===== src/rtl/sb_cfg_loader.sv =====
// Serial configuration loader for a row of switch boxes: framed, checksummed, atomic commit with enable blanking.
// Defining CFG_READBACK_EN adds a serialiser that replays the committed controls in load-frame format.

module sb_cfg_loader #(
    parameter int NUM_SB = 4
) (
    input  logic                clk,
    input  logic                rst_n,
    input  logic                cfg_start,
    input  logic                cfg_din,
    input  logic                cfg_valid,
    output logic                cfg_ready,
    output logic                cfg_done,
    output logic                cfg_err,
    output logic [NUM_SB*6-1:0] sb_dir,
    output logic [NUM_SB*6-1:0] sb_en
`ifdef CFG_READBACK_EN
    ,
    input  logic                rb_start,
    output logic                rb_dout,
    output logic                rb_valid
`endif
);

    localparam int plen  = NUM_SB * 12;
    localparam int bw    = NUM_SB * 6;
    localparam int cnt_w = $clog2(plen + 1);
    localparam logic [7:0] hdr_val = 8'hA5;

    typedef enum logic [2:0] {
        st_idle   = 3'd0,
        st_hdr    = 3'd1,
        st_load   = 3'd2,
        st_csum   = 3'd3,
        st_blank  = 3'd4,
        st_commit = 3'd5
    } state_t;

    state_t           state_r, state_s;
    logic [cnt_w-1:0] cnt_r;
    logic [7:0]       shift_r, csum_r, hdr_word_s, csum_word_s;
    logic [plen-1:0]  shadow_r;
    logic [bw-1:0]    shadow_dir_s, shadow_en_s, dir_r, en_r;
    logic             ready_r, done_r, err_r;
    logic             take_s, start_ok_s, err_set_s, rb_busy_s;
    logic             byte_last_s, load_last_s;

    // ready_r mirrors "state is HDR/LOAD/CSUM", so it doubles as the bit-accept qualifier
    assign take_s      = cfg_valid && ready_r;
    assign start_ok_s  = cfg_start && (state_r == st_idle) && !rb_busy_s;
    assign hdr_word_s  = {shift_r[6:0], cfg_din};
    assign csum_word_s = {cfg_din, shift_r[7:1]};
    assign byte_last_s = (cnt_r == cnt_w'(7));
    assign load_last_s = (cnt_r == cnt_w'(plen - 1));

    // Next-state logic and error detection
    always_comb begin
        state_s   = state_r;
        err_set_s = 1'b0;
        case (state_r)
            st_idle: begin
                if (start_ok_s) state_s = st_hdr;
                else            state_s = st_idle;
            end
            st_hdr: begin
                if (take_s && byte_last_s) begin
                    if (hdr_word_s != hdr_val) begin
                        state_s   = st_idle;
                        err_set_s = 1'b1;
                    end else begin
                        state_s = st_load;
                    end
                end else begin
                    state_s = st_hdr;
                end
            end
            st_load: begin
                if (take_s && load_last_s) state_s = st_csum;
                else                       state_s = st_load;
            end
            st_csum: begin
                if (take_s && byte_last_s) begin
                    if (csum_word_s == csum_r) begin
                        state_s = st_blank;
                    end else begin
                        state_s   = st_idle;
                        err_set_s = 1'b1;
                    end
                end else begin
                    state_s = st_csum;
                end
            end
            st_blank:  state_s = st_commit;
            st_commit: state_s = st_idle;
            default:   state_s = st_idle;
        endcase
    end

    // Split the payload-ordered shadow into per-box dir/en fields
    always_comb begin
        shadow_dir_s = '0;
        shadow_en_s  = '0;
        for (int k = 0; k < NUM_SB; k++) begin
            for (int b = 0; b < 6; b++) begin
                shadow_dir_s[6*k+b] = shadow_r[12*k+b];
                shadow_en_s[6*k+b]  = shadow_r[12*k+6+b];
            end
        end
    end

    // State register and registered control/status outputs
    always_ff @(posedge clk or negedge rst_n) begin
        if (!rst_n) begin
            state_r <= st_idle;
            ready_r <= 1'b0;
            done_r  <= 1'b0;
            err_r   <= 1'b0;
            dir_r   <= '0;
            en_r    <= '0;
        end else begin
            state_r <= state_s;
            ready_r <= (state_s == st_hdr) || (state_s == st_load) || (state_s == st_csum);
            done_r  <= (state_s == st_commit);
            if (start_ok_s)     err_r <= 1'b0;
            else if (err_set_s) err_r <= 1'b1;
            else                err_r <= err_r;
            // Enables drop for one cycle while directions switch, then come back
            case (state_s)
                st_blank: begin
                    en_r  <= '0;
                    dir_r <= shadow_dir_s;
                end
                st_commit: en_r <= shadow_en_s;
                default: begin
                    en_r  <= en_r;
                    dir_r <= dir_r;
                end
            endcase
        end
    end

    // Bit counter, header/checksum shifter, shadow payload and running checksum
    always_ff @(posedge clk or negedge rst_n) begin
        if (!rst_n) begin
            cnt_r    <= '0;
            shift_r  <= 8'h00;
            csum_r   <= 8'h00;
            shadow_r <= '0;
        end else if (start_ok_s) begin
            cnt_r    <= '0;
            shift_r  <= 8'h00;
            csum_r   <= 8'h00;
            shadow_r <= '0;
        end else if (take_s) begin
            cnt_r <= (state_s != state_r) ? '0 : cnt_r + cnt_w'(1);
            case (state_r)
                st_hdr: shift_r <= hdr_word_s;
                st_load: begin
                    shadow_r[cnt_r]       <= cfg_din;
                    csum_r[cnt_r[2:0]]    <= csum_r[cnt_r[2:0]] ^ cfg_din;
                end
                st_csum: shift_r <= csum_word_s;
                default: shift_r <= shift_r;
            endcase
        end else begin
            cnt_r <= cnt_r;
        end
    end

    assign cfg_ready = ready_r;
    assign cfg_done  = done_r;
    assign cfg_err   = err_r;
    assign sb_dir    = dir_r;
    assign sb_en     = en_r;

`ifdef CFG_READBACK_EN
    localparam int flen = plen + 16;
    localparam int rb_w = $clog2(flen);

    function automatic logic [7:0] payload_csum(input logic [plen-1:0] p);
        logic [7:0] c;
        c = 8'h00;
        for (int j = 0; j < plen; j++) c[j % 8] = c[j % 8] ^ p[j];
        return c;
    endfunction

    function automatic logic [7:0] bit_rev8(input logic [7:0] v);
        logic [7:0] r;
        r = 8'h00;
        for (int i = 0; i < 8; i++) r[i] = v[7-i];
        return r;
    endfunction

    logic [plen-1:0] rb_payload_s;
    logic [flen-1:0] rb_frame_s;
    logic [flen-2:0] rb_sh_r;
    logic [rb_w-1:0] rb_left_r;
    logic            rb_valid_r, rb_dout_r, rb_go_s;

    // Frame image, LSB sent first: header MSB-first, payload, checksum
    always_comb begin
        rb_payload_s = '0;
        for (int k = 0; k < NUM_SB; k++) begin
            for (int b = 0; b < 6; b++) begin
                rb_payload_s[12*k+b]   = dir_r[6*k+b];
                rb_payload_s[12*k+6+b] = en_r[6*k+b];
            end
        end
        rb_frame_s = {payload_csum(rb_payload_s), rb_payload_s, bit_rev8(hdr_val)};
    end

    // A simultaneous cfg_start takes priority over readback
    assign rb_go_s   = rb_start && (state_r == st_idle) && !cfg_start && !rb_valid_r;
    assign rb_busy_s = rb_valid_r;

    // Readback serialiser
    always_ff @(posedge clk or negedge rst_n) begin
        if (!rst_n) begin
            rb_valid_r <= 1'b0;
            rb_dout_r  <= 1'b0;
            rb_sh_r    <= '0;
            rb_left_r  <= '0;
        end else if (rb_go_s) begin
            rb_valid_r <= 1'b1;
            rb_dout_r  <= rb_frame_s[0];
            rb_sh_r    <= rb_frame_s[flen-1:1];
            rb_left_r  <= rb_w'(flen - 1);
        end else if (rb_valid_r) begin
            if (rb_left_r == '0) begin
                rb_valid_r <= 1'b0;
                rb_dout_r  <= 1'b0;
            end else begin
                rb_dout_r <= rb_sh_r[0];
                rb_sh_r   <= {1'b0, rb_sh_r[flen-2:1]};
                rb_left_r <= rb_left_r - rb_w'(1);
            end
        end else begin
            rb_valid_r <= 1'b0;
        end
    end

    assign rb_dout  = rb_dout_r;
    assign rb_valid = rb_valid_r;
`else
    assign rb_busy_s = 1'b0;
`endif

endmodule


===== config.mk =====
export PLATFORM = sky130hd
export DESIGN_NAME = sb_cfg_loader
export DESIGN_NICKNAME = d
export VERILOG_FILES = /design/src/rtl/sb_cfg_loader.sv
export SDC_FILE = /design/constraint.sdc
export NUM_CORES = 1
export LEC_CHECK = 0
export CAP_MARGIN = 20
export CORE_AREA = 5 5 103 105
export CTS_CLUSTER_DIAMETER = 200
export DETAILED_ROUTE_END_ITERATION = 8
export DIE_AREA = 0 0 108 110
export DONT_BUFFER_PORTS = 1
export MAX_ROUTING_LAYER = met4
export PLACE_DENSITY = 0.76
export SLEW_MARGIN = 15
export SYNTH_ARGS = -nofsm -noshare
export SYNTH_HDL_FRONTEND = slang
export SYNTH_SLANG_ARGS = --single-unit

===== constraint.sdc =====
create_clock -name clk -period 2.66 [get_ports clk]
set_clock_uncertainty 0.05 [all_clocks]
set_input_delay 0.532 -clock clk [delete_from_list [all_inputs] [get_ports clk]]
set_output_delay 0.532 -clock clk [all_outputs]
set_load 0.01 [all_outputs]

==> reports/results.txt <==
peak ir drop on the vdd network = 0.000459 V
effective utilization at floorplan = 0.588
sum of met3 wire segment lengths after detailed routing = 932 um
largest fanout on the critical path = 25
post-placement setup slack = 282 ps
category of the worst setup path launch point = flip-flop
sequential share of the synthesized area = 0.552
number of storage elements in the synthesis netlist = 124
pins over their slew limit = 0
number of routed nets with antenna violations = 0
placed wire-length estimate after detailed placement = 8210 um
Mapped Nets = 571
Final Critical Period = 2410 ps
Most used DFF post-synth = dfrtp_1
fraction of the cycle the final worst path needs = 0.904
Final Wtd Congestion = 0.922
CTS HTree Levels = 4
via count of the first global-routing pass = 4133
clock latency on the worst-skew pair = 510 ps
number of detailed-route iterations in the first pass = 5
global route total overflow = 0
Final Cell Area = 6390 um^2
global-route wire length before repair = 20900 um
count of placed standard cells including taps = 680
die width = 108 um
combined global-route utilization of all metal layers = 0.234
max-capacitance violation count = 0
placed cell area = 5800 um^2
result of the run = finished with violations
worst-case hold slack = -338 ps
asr flop ratio synth = 1.00
clock root buffer = clkbuf_8
final net count = 572
total number of vias = 4241
worst-case setup margin in the final layout = 254 ps
clock tree from TritonCTS = built
Required @ worst endpoint = 3010 ps
worst-case register-to-register setup slack = 250 ps
length in cells of the worst reg-to-reg path = 6
ratio of cells with drive above 1 in the final layout = 0.124
clock transition at the registers of the reported paths = 60 ps
count of flip-flops with a built-in enable after synthesis = 0
Hold/Removal Path Class = in2async
area added between synthesis and finish = 13.8%
height of the die = 110 um
syn_area_per_cell = 9.95 um^2
number of antenna violations at the first check in global routing = 0
Final Hold Viols = 124
clock net sink count = 124
Post-route DRC = 0
violations in the final reports = hold timing
final wirelength = 12800 um
synthesized cell area = 5620 um^2
number of inserted diodes = 0
area enclosed by the die boundary = 11900 um^2
largest net degree at the start of global routing = 125
setup violation total in the final timing report = 0
vias per cell = 5.96
Max Clock Freq = 416 MHz
Fin Setup TNS = 0 ps
Final Non-Filler Cells = 712
highest metal layer with signal wires = met4
number of warning messages in the yosys log = 0
leakage power total = 0.00296 uW
Power Dens Cells = 807 nW/um^2
Floorplan Core Area = 9550 um^2
unrepaired setup endpoints after global routing = false
relative max-transition margin = 0.567
slew at the pin with the worst max-slew slack = 650 ps
arrival time at the worst endpoint = 2750 ps
top-level I/O count = 56
initial DRC count = 315
post-DR wirelength/cell = 18.0 um
synthesized instance count = 565
endpoint kind of the worst setup timing path = flip-flop
start-to-end type of the worst setup path = reg2reg
num rows = 36
Bufs on Longest Clock Path = 2
total CTS buffers = 17
met1 WL = 5290 um
count of distinct cell types in the synthesized netlist = 52
amount of wire on met2 after detailed routing = 6260 um
count of port buffers added during placement = 0
-- synthesized netlist by cell type, types with 3 or more instances --
master    number  area (um^2)
clkbuf_1      33          124
a21oi_1       21          105
buf_4          3         22.5
nand4b_1       4         35.0
mux2_2         4         45.0
buf_1          5         18.8
nor3b_1        3         22.5
nor2_1        69          259
mux2i_1       36          360
nand2_1       86          323
o21ai_1        6         30.0
xor2_1         8         70.1
dfrtp_1      124         3100
or3b_2         3         26.3
nor3_1         3         15.0
or2_2          3         18.8
o21ai_0       46          230
mux2_1        20          225
o22ai_1        7         43.8
nor4_1         3         18.8
xnor2_1        5         43.8
nand3_1       36          180
nand4_1        3         18.8
-- power by group --
part	internal [uW]	leakage (uW)	total [uW]	switching [uW]
Clock	1370	0.000296	2310	934
Combinational	265	0.00108	710	445
Sequential	1990	0.00159	2140	158
Total	3620	0.00296	5160	1540
-- repair_timing --
action / CTS / global route
buffers inserted: 0 / 0
gates resized for setup: 0 / 0
hold endpoints to repair: 124 / 124
-- layout make-up --
class	instances	area, um^2
Clock buffer	17	414
Clock inverter	15	176
Timing Repair Buffer	24	180
Sequential cell	124	3100
Multi-Input combinational cell	397	2350
Fill cell	734	3160
Inverter	2	7.51
Tap cell	133	166
-- state kept, by name (all words and copies together), names as in the netlist --
name       flops
csum_r         8
sb_dir        24
cfg_done       1
cnt_r          6
cfg_ready      1
cfg_err        1
shift_r        8
shadow_r      48
sb_en         24
state_r        3
-- cell families after synthesis --
group,count (synthesis),share of synthesized area
AND/OR/NAND/NOR,233,0.194
flip-flops,124,0.552
AO/OA/AOI/OAI,90,0.0877
multiplexers,60,0.112
buffers and inverters,44,0.0316
XOR/XNOR,13,0.0203
adder cells (fa/ha/maj),1,0.00223
-- critical path: stages, from the launching register on --
cell and delay, ps:
dfrtp_1 470, and2b_2 240, nand2_2 130, or4_1 480, nor4_4 170, buf_4 370, mux2_1 360
-- final timing paths --
path | to | start
worst max-delay path | sb_dir[11]$_DFFE_PN0N_ | state_r[0]$_DFF_PN0_
worst min-delay path | shift_r[0]$_DFFE_PN0P_ | rst_n
worst max register to register | sb_dir[11]$_DFFE_PN0N_ | state_r[0]$_DFF_PN0_
max in group asynchronous | shadow_r[42]$_DFFE_PN0P_ | rst_n
min in group clk | shadow_r[3]$_DFFE_PN0P_ | cfg_din
worst min register to register | sb_en[0]$_DFFE_PN0P_ | shadow_r[6]$_DFFE_PN0P_
-- through the flow --
step            util  total power, uW
6_report       0.670             5160
5_1_grt        0.670             5360
4_1_cts        0.670             5170
3_5_place_dp   0.608             2870
3_3_place_gp   0.608             2840
2_1_floorplan      -             2700
-- layout by cell type (no fill, tap or decap), types with 7 or more instances in the layout --
cell / netlist / layout
dfrtp_1: 124 / 124
buf_4: 3 / 24
o22ai_1: 7 / 7
nand2_1: 86 / 86
xor2_1: 8 / 8
clkbuf_16: 0 / 16
nor2_1: 69 / 69
a21oi_1: 21 / 21
o21ai_0: 46 / 46
mux2i_1: 36 / 36
nand3_1: 36 / 36
mux2_1: 20 / 20
-- routing by layer --
layer | track usage | up-vias
li1 | - | 1946
met1 | 0.294 | 2094
met2 | 0.359 | 165
met3 | 0.0681 | 36
met4 | 0.0965 | 0
met5 | - | -
No activity file was read; power rests on OpenSTA's default activity.
